<file path="config.mk">
export PLATFORM = sky130hd
export DESIGN_NAME = insn_prefetch_queue
export DESIGN_NICKNAME = d
export VERILOG_FILES = /design/src/rtl/insn_prefetch_queue.sv
export SDC_FILE = /design/constraint.sdc
export NUM_CORES = 1
export LEC_CHECK = 0
export BUFFER_PORTS_ARGS = -buffer_cell sky130_fd_sc_hd__buf_2
export CAP_MARGIN = 20
export CORE_ASPECT_RATIO = 0.8
export CORE_MARGIN = 3
export CORE_UTILIZATION = 60
export DETAILED_ROUTE_END_ITERATION = 8
export PLACE_DENSITY = 0.81
export SKIP_CTS_REPAIR_TIMING = 1
export SYNTH_ARGS = -nofsm -noshare
export SYNTH_HDL_FRONTEND = slang
export SYNTH_SLANG_ARGS = --single-unit
</file>
<file path="constraint.sdc">
create_clock -name clk -period 6.3 [get_ports clk]
set_input_delay 0.315 -clock clk [delete_from_list [all_inputs] [get_ports clk]]
set_output_delay 0.315 -clock clk [all_outputs]
set_load 0.01 [all_outputs]
</file>
<file path="src/rtl/insn_prefetch_queue.sv">
// Decoupled instruction prefetcher: issues sequential word fetches on the
// memory bus, with one request outstanding at a time. Fetched words are kept
// in a small circular queue together with their PC and MMU exception code.
// The decode stage pops entries through a valid/ready handshake. Redirects
// flush the queue and restart fetching at a new PC.
module insn_prefetch_queue #(
    parameter int              DEPTH     = 4,
    parameter logic [31:0]     RESET_PC  = 32'h8000_0000,
    parameter int              EXC_W     = 3,
    parameter logic [EXC_W-1:0] EXC_ALIGN = 3'd7
) (
    input  logic                     clk,
    input  logic                     res,
    input  logic                     enable,
    output logic                     bus_req,
    output logic [31:0]              bus_addr,
    input  logic [31:0]              bus_dataIn,
    input  logic                     bus_ready,
    input  logic [EXC_W-1:0]         bus_exc,
    input  logic                     redirect,
    input  logic [31:0]              redirect_pc,
    output logic                     deq_valid,
    input  logic                     deq_ready,
    output logic [31:0]              deq_ins,
    output logic [31:0]              deq_pc,
    output logic [EXC_W-1:0]         deq_exc,
    output logic [$clog2(DEPTH):0]   count
);

    localparam int PW = $clog2(DEPTH);
    localparam int CW = PW + 1;
    // Occupancy arithmetic can exceed DEPTH by two before the compare.
    localparam int OW = PW + 2;

    logic [31:0]       fetch_pc;
    logic [PW-1:0]     head;
    logic [PW-1:0]     tail;
    logic              drop;
    logic              halted;
    logic              align_pend;

    logic [31:0]       mem_ins [DEPTH];
    logic [31:0]       mem_pc  [DEPTH];
    logic [EXC_W-1:0]  mem_exc [DEPTH];

    logic              complete;
    logic              accept;
    logic              enq_bus;
    logic              enq_align;
    logic              enq;
    logic              pop;
    logic              exc_now;
    logic [OW-1:0]     occ;
    logic              room;
    logic              issue;
    logic [31:0]       enq_ins;
    logic [31:0]       enq_pc;
    logic [EXC_W-1:0]  enq_exc;

    // bus_req doubles as the "request outstanding" flag.
    assign complete  = bus_req && (bus_ready || (bus_exc != '0));
    // A completing response is kept unless it belongs to a flushed stream.
    assign accept    = complete && !drop;
    assign enq_bus   = accept && !redirect;
    assign enq_align = align_pend && !redirect;
    assign enq       = enq_bus || enq_align;
    assign pop       = deq_valid && deq_ready && !redirect;
    // An exception completing now must also stop a back-to-back issue.
    assign exc_now   = accept && (bus_exc != '0);

    // Slots already held, plus the one reserved by the in-flight request,
    // plus the one the completing response will occupy, minus the pop.
    assign occ  = OW'(count) + OW'(bus_req) + OW'(accept) - OW'(pop);
    assign room = occ < OW'(DEPTH);

    assign issue = enable && !halted && !redirect && !align_pend && !exc_now
                   && room && (!bus_req || complete);

    // A misaligned redirect enqueues a synthetic fault entry at its own PC.
    assign enq_ins = enq_align ? 32'd0     : bus_dataIn;
    assign enq_pc  = enq_align ? fetch_pc  : bus_addr;
    assign enq_exc = enq_align ? EXC_ALIGN : bus_exc;

    assign deq_valid = (count != '0);
    assign deq_ins   = mem_ins[head];
    assign deq_pc    = mem_pc[head];
    assign deq_exc   = mem_exc[head];

    // Fetch control: bus request, fetch PC, queue pointers and status flags.
    always_ff @(posedge clk) begin
        if (res) begin
            bus_req    <= 1'b0;
            bus_addr   <= RESET_PC;
            fetch_pc   <= RESET_PC;
            head       <= '0;
            tail       <= '0;
            count      <= '0;
            drop       <= 1'b0;
            halted     <= 1'b0;
            align_pend <= 1'b0;
        end else if (redirect) begin
            head       <= '0;
            tail       <= '0;
            count      <= '0;
            halted     <= 1'b0;
            fetch_pc   <= redirect_pc;
            align_pend <= (redirect_pc[1:0] != 2'b00);
            // An unfinished request stays on the bus; its data is thrown away.
            if (bus_req && !complete) begin
                drop <= 1'b1;
            end else begin
                drop    <= 1'b0;
                bus_req <= 1'b0;
            end
        end else begin
            if (enq) tail <= tail + PW'(1);
            if (pop) head <= head + PW'(1);
            count <= count + CW'(enq) - CW'(pop);
            if (complete && drop) drop <= 1'b0;
            if (exc_now || enq_align) halted <= 1'b1;
            align_pend <= 1'b0;
            if (issue) begin
                bus_req  <= 1'b1;
                bus_addr <= fetch_pc;
                fetch_pc <= fetch_pc + 32'd4;
            end else if (complete) begin
                bus_req <= 1'b0;
            end
        end
    end

    // Queue storage: write the tail entry on enqueue.
    always_ff @(posedge clk) begin
        if (res) begin
            for (int i = 0; i < DEPTH; i++) begin
                mem_ins[i] <= '0;
                mem_pc[i]  <= '0;
                mem_exc[i] <= '0;
            end
        end else if (enq) begin
            mem_ins[tail] <= enq_ins;
            mem_pc[tail]  <= enq_pc;
            mem_exc[tail] <= enq_exc;
        end
    end

    // Slot reservation at issue time makes an enqueue into a full queue impossible.
    assert property (@(posedge clk) disable iff (res) !(enq && (count == CW'(DEPTH))));

endmodule

</file>
Yosys cells after proc, flatten, opt, wreduce, memory -nomap -nowiden
Memory sizes are Yosys's and may differ from the RTL's. A register that Yosys moved wholly into a read port is not among the register bits.
Index checks and enable logic that the tools add are counted.
Widths: inputs -> output; s select.
- memories: 3
- memory bits (writable): 268
- bits in latches: 0
- ROM bits: 0
- word-level logic and storage cells: 94
- flip-flop bits (word level): 75
- memories (name ; words ; width ; rd ports ; clocked after Yosys merged registers in ; wr ports ; RTL line ; RTL):
    mem_ins ; 4 ; 32 ; 1 ; 1 ; 4 ; 42 ; logic [31:0] mem_ins [DEPTH];
    mem_pc ; 4 ; 32 ; 1 ; 1 ; 4 ; 43 ; logic [31:0] mem_pc [DEPTH];
    mem_exc ; 4 ; 3 ; 1 ; 1 ; 4 ; 44 ; logic [EXC_W-1:0] mem_exc [DEPTH];
- div/mod/pow operators: 0
- $lt $le $gt $ge: 1
- multipliers: 0
- reduce and logical (&&, ||, !) cells: 39
- $add $sub $neg: 8
- eq/ne operators: 1
- muxes and demuxes: 32
- bitwise logic cells: 1
- shifts and indexed selects: 0
- operators by type and width (operator ; count):
    $mux 32 ; 6
    $reduce_or 32->1 ; 2
    $add 32x3->32 const B ; 1
    $mux 2 ; 9
    $logic_and 1x1->1 ; 15
    $mux 1 ; 15
    $reduce_bool 3->1 ; 3
    $logic_not 1->1 ; 7
    $mux 3 ; 2
    $reduce_bool 2->1 ; 3
    $add 2x1->2 const B ; 2
    $add 3x1->4 ; 1
    $add 4x1->4 ; 1
    $logic_or 1x1->1 ; 4
    $lt 4x3->1 const B ; 1
    $reduce_and 2->1 ; 2
    $reduce_or 2->1 ; 2
    $sub 4x1->4 ; 1
    $add 3x1->3 ; 1
    $reduce_or 3->1 ; 1
    $sub 3x1->3 ; 1
    $ne 2x2->1 const B ; 1
    $not 1->1 ; 1

Depth between registers and ports, before layout
- word-level depth: 11
- gate-level depth with buffers: 13
- gate-level depth less buffers: 10

Least setup slack after synthesis
Ideal clock, no wire load.
- kind: register to register
- from: reg bus_req
- to: mem mem_exc[0][0], enable pin
- data required time: 5864 ps
- setup slack: 2963 ps
- cell stages (with the launch flop): 7
- data arrival time: 2901 ps
- buffers on the path: 1
- setup time: 436 ps
- period minus slack after synthesis: 3337 ps
- cell sequence: dfxtp_1 -> o41a_1 -> and2_1 -> o21ai_1 -> or3_1 -> clkbuf_1 -> nand2b_1
- RTL lines (item ; RTL line ; RTL):
    start: declaration ; 15 ; output logic bus_req,
    start signal: assignment ; 92 ; bus_req <= 1'b0;
    start signal: assignment ; 113 ; bus_req <= 1'b0;
    start signal: assignment ; 123 ; bus_req <= 1'b1;
    end: declaration ; 44 ;

Worst setup path in the final report
- from: reg count[2]
- to: reg fetch_pc[29]
- cells in the longest elaborated chain, start to end: 8
- elaborated cells between the ends (all ways): 10
- classes of those cells: add/sub (3); order compare (1); reduce/logical (6)
- RTL lines (item ; RTL line ; RTL):
    start: declaration ; 27 ; output logic [$clog2(DEPTH):0] count
    start signal: assignment ; 118 ; count <= count + CW'(enq) - CW'(pop);
    $reduce_bool 3->1 ; 84 ; assign deq_valid = (count != '0);
    $logic_and 1x1->1 (2 in series) ; 67 ; assign pop = deq_valid && deq_ready && !redirect;
    net pop ; 51 ; logic pop;
    $sub 4x1->4 ; 73 ; assign occ = OW'(count) + OW'(bus_req) + OW'(accept) - OW'(pop);
    $lt 4x3->1 ; 74 ; assign room = occ < OW'(DEPTH);
    $logic_and 1x1->1 (2 in series) ; 77 ; && room && (!bus_req || complete);
    $reduce_bool 2->1 (no line) ; - ;
    end signal: assignment ; 106 ; fetch_pc <= redirect_pc;
    end signal: assignment ; 125 ; fetch_pc <= fetch_pc + 32'd4;
    end: declaration ; 35 ; logic [31:0] fetch_pc;
The timed path passes the listed nets, and every way through them passes these cells.
A chain may end at the register's enable or synchronous reset.

==> results.yml <==
run_status:
  status: "finished, final reports clean"
sta:
  min_period_ns: 4.088
  rsz0062_at_grt: "no"
  fin_crit_sh_pct: 64.88
  fin_skew_ns: 0.02233
  slew_headroom_pct: 28.38
  fmax_mhz: 244.6
  hold_viol: 0
  setup_tns_ns: 0
  setup_violations: 0
  slew_viol_final: 0
  setup_slack_ns: 2.212
  tightest_slew_ns: 1.074
setup_path:
  reg2reg_to: "fetch_pc[29]"
  cp.arrival_ns: 4.49
  path_class: "reg -> reg"
  reg2reg_slack_ns: 2.21
  r2r_start: "count[2]"
  start_kind: "flop"
  crit_required_ns: 6.70
  reg2regPathDepth: 11
  cp-end-kind: "flop"
  crit_fanout: 36
logic_synthesis:
  synth-edff-count: 268
  syn_area_per_cell_sq_um: 12.18
  synth_area_leader_cell: "edfxtp_1"
  synth_area_leaders: "edfxtp_1 51%, dfxtp_1 9.8%, mux4_2 9.6%"
  synth_cells: 1288
  post-synth-top-count-cell: "edfxtp_1"
  ys_types: 65
  async_flop_share_pct: 0
  synth_seq_cells: 345
  yosys_warnings: 0
  dominantRegCellSynth: "edfxtp_1"
  synth-seq-area-share_pct: 61.12
  synth_area_sq_um: 15690
  synth_fp_nets: 1369
  synth_top_area_share_pct: 51.29
  synthTopCellsByCount: "268 x edfxtp_1, 231 x nor2_1, 81 x clkbuf_1, 81 x nor3_1, 77 x dfxtp_1"
die:
  pin_count: 177
  dieArea_sq_um: 28140
  rows: 52
  core_sq_um: 25500
  die_w_um: 186.8
  die_h_um: 150.6
  start_util_pct: 61.52
finish:
  nFillCells: 1810
  syn2layout_area_growth_pct: 13.58
  multiInputGateArea_sq_um: 5617
  final_net_count: 1481
  drive_above_1_share_pct: 23.47
  antenna_cells: 0
  ff_latch_area_sq_um: 9594
power_and_ir_drop:
  power.density_nw_per_um2: 277.0
  power.switching_w: 0.001136
  pwr-share-seq_pct: 52.6
  sw_frac_of_total_pct: 23.02
  p_int_w: 0.003799
  vdd_ir_drop_max_mv: 0.2243
  leakage_nw: 6.300
  clkPwrFrac_pct: 39.9
  p_comb_share_pct: 7.4
placed_design:
  hpwl_um: 23180
  pre_cts_slack_ns: 1.904
  gp_congestion: 0.9153
  numPortBuffers: 176
global_route:
  overflow: 0
  grt_pass1_vias: 10818
  antenna_found_initial: 0
  grtUsageTotal_pct: 27.24
  grt_pass1_wl_um: 60200
  grt_start_max_net_pins: 88
clock_network:
  htreeDepth: 2
  cts_root_buf: "clkbuf_16"
  cts_made_buffers: 34
  cts.sinks: 345
  cts_tree: "built"
  clk_latency_ns: 0.52
  clk_path_buf_depth: 3
  clk_pin_slew_ns: 0.07
drt:
  drtAntennaViolNets: 0
  finalWirelength_um: 38760
  drt_iter0_drc: 1240
  wl_met3_um: 3250
  routedWlPerCell_um: 21.85
  firstDrtPassIters: 5
  met1Wirelength_um: 15660
  top_layer: "met4"
  via_per_inst: 6.276
  wl_met2_um: 18620
  dr_total_vias: 11133
  drc: 0
hold_path:
  worstHoldStart: "redirect_pc[18]"
  hold_path_end: "fetch_pc[18]"
  min_path_type: "in -> reg"
  holdPathStages: 3
flow_run:
  maxCapViolations: 0
## kinds of logic after synthesis
| family | synth area share, % |
|---|---|
| buffers and inverters | 3.501 |
| adders and majority gates | 0.6858 |
| and+or+nand+nor | 16.16 |
| xor gates and xnor gates | 0.2791 |
| muxes | 11.85 |
| AOI/OAI and AO/OA | 6.412 |
| DFF | 61.12 |
## power by group through the flow
stage,Combinational [W],Sequential [W],Clock (W)
final,0.000367,0.00260,0.00197
after global routing,0.000396,0.00261,0.00208
after CTS,0.000360,0.00260,0.00199
after detailed placement,0.000358,0.00264,0
after global placement,0.000352,0.00264,0
after floorplan,0.000245,0.00262,0
## registers in the layout, summed over array words and instances, names as in the netlist, named ones only
| signal | flops |
|---|---|
| count | 3 |
| align_pend | 1 |
| bus_req | 1 |
| halted | 1 |
| mem_pc | 128 |
| head | 2 |
| fetch_pc | 32 |
| bus_addr | 32 |
| mem_ins | 128 |
| drop | 1 |
| tail | 2 |
| mem_exc | 12 |
## per-stage QoR
stage / cells / cell area, sq um / hold slack, ns / utilization, % / total power (W)
floorplan: 1288 / 15690 / 0.4308 / - / 0.002864
global placement: 1712 / 16700 / 0.4646 / 65.46 / 0.002989
detailed placement: 1712 / 16700 / 0.4770 / 65.46 / 0.003002
CTS: 1771 / 17770 / 0.05135 / 69.67 / 0.004945
global route: 1774 / 17820 / 0.06064 / 69.87 / 0.005077
finish: 1774 / 17820 / 0.06090 / 69.87 / 0.004936
## worst max-delay path: stages, from the launching register on
cell	delay (ns)
dfxtp_1	0.37
or3_1	0.44
and3_1	0.26
ha_1	0.29
inv_1	0.04
ha_1	0.28
a211o_2	0.38
a21oi_1	0.27
o2111ai_4	0.45
buf_4	0.45
or4_1	0.53
and3_1	0.17
## metal layers
layer  track usage (%)  vias to the layer above
met5                 0                        -
li1                  -                     5041
met4             9.294                        0
met3             3.934                       82
met1             38.39                     5421
met2             44.40                      589
## cell usage in the layout (no fill, tap or decap), types with 22 or more instances in the layout
master     netlist  layout
dfxtp_1         77      75
buf_2           21     176
nand4_1         24      24
nor3_1          81      81
o21ai_0         38      38
nor2_1         231     230
a21oi_1         38      38
nand2_1         73      73
edfxtp_1       268     268
mux4_2          67      67
a31oi_1         22      22
mux2i_1         35      35
clkbuf_16        0      35
nand3_1         53      53
## worst max-delay path by stage
stage | startpoint | to | slack [ns] | depth (start not counted)
5_1_grt | count[2] | fetch_pc[29] | 2.06 | 11
6_report | count[2] | fetch_pc[29] | 2.21 | 11
2_1_floorplan | bus_req | mem_exc[0][0] | 2.96 | 6
3_5_place_dp | redirect | fetch_pc[2] | 1.90 | 11
3_3_place_gp | redirect | fetch_pc[2] | 2.08 | 11
4_1_cts | count[2] | fetch_pc[16] | 2.18 | 10
## final cells by class
type | instances | area share (%)
tap | 351 | 2.464
sequential | 345 | 53.84
timing repair buffer | 195 | 5.912
inverter | 12 | 0.2528
clock buffer | 43 | 5.252
clock inverter | 16 | 0.7653
multi-input combinational | 812 | 31.52
No activity file was read; power rests on OpenSTA's default activity.
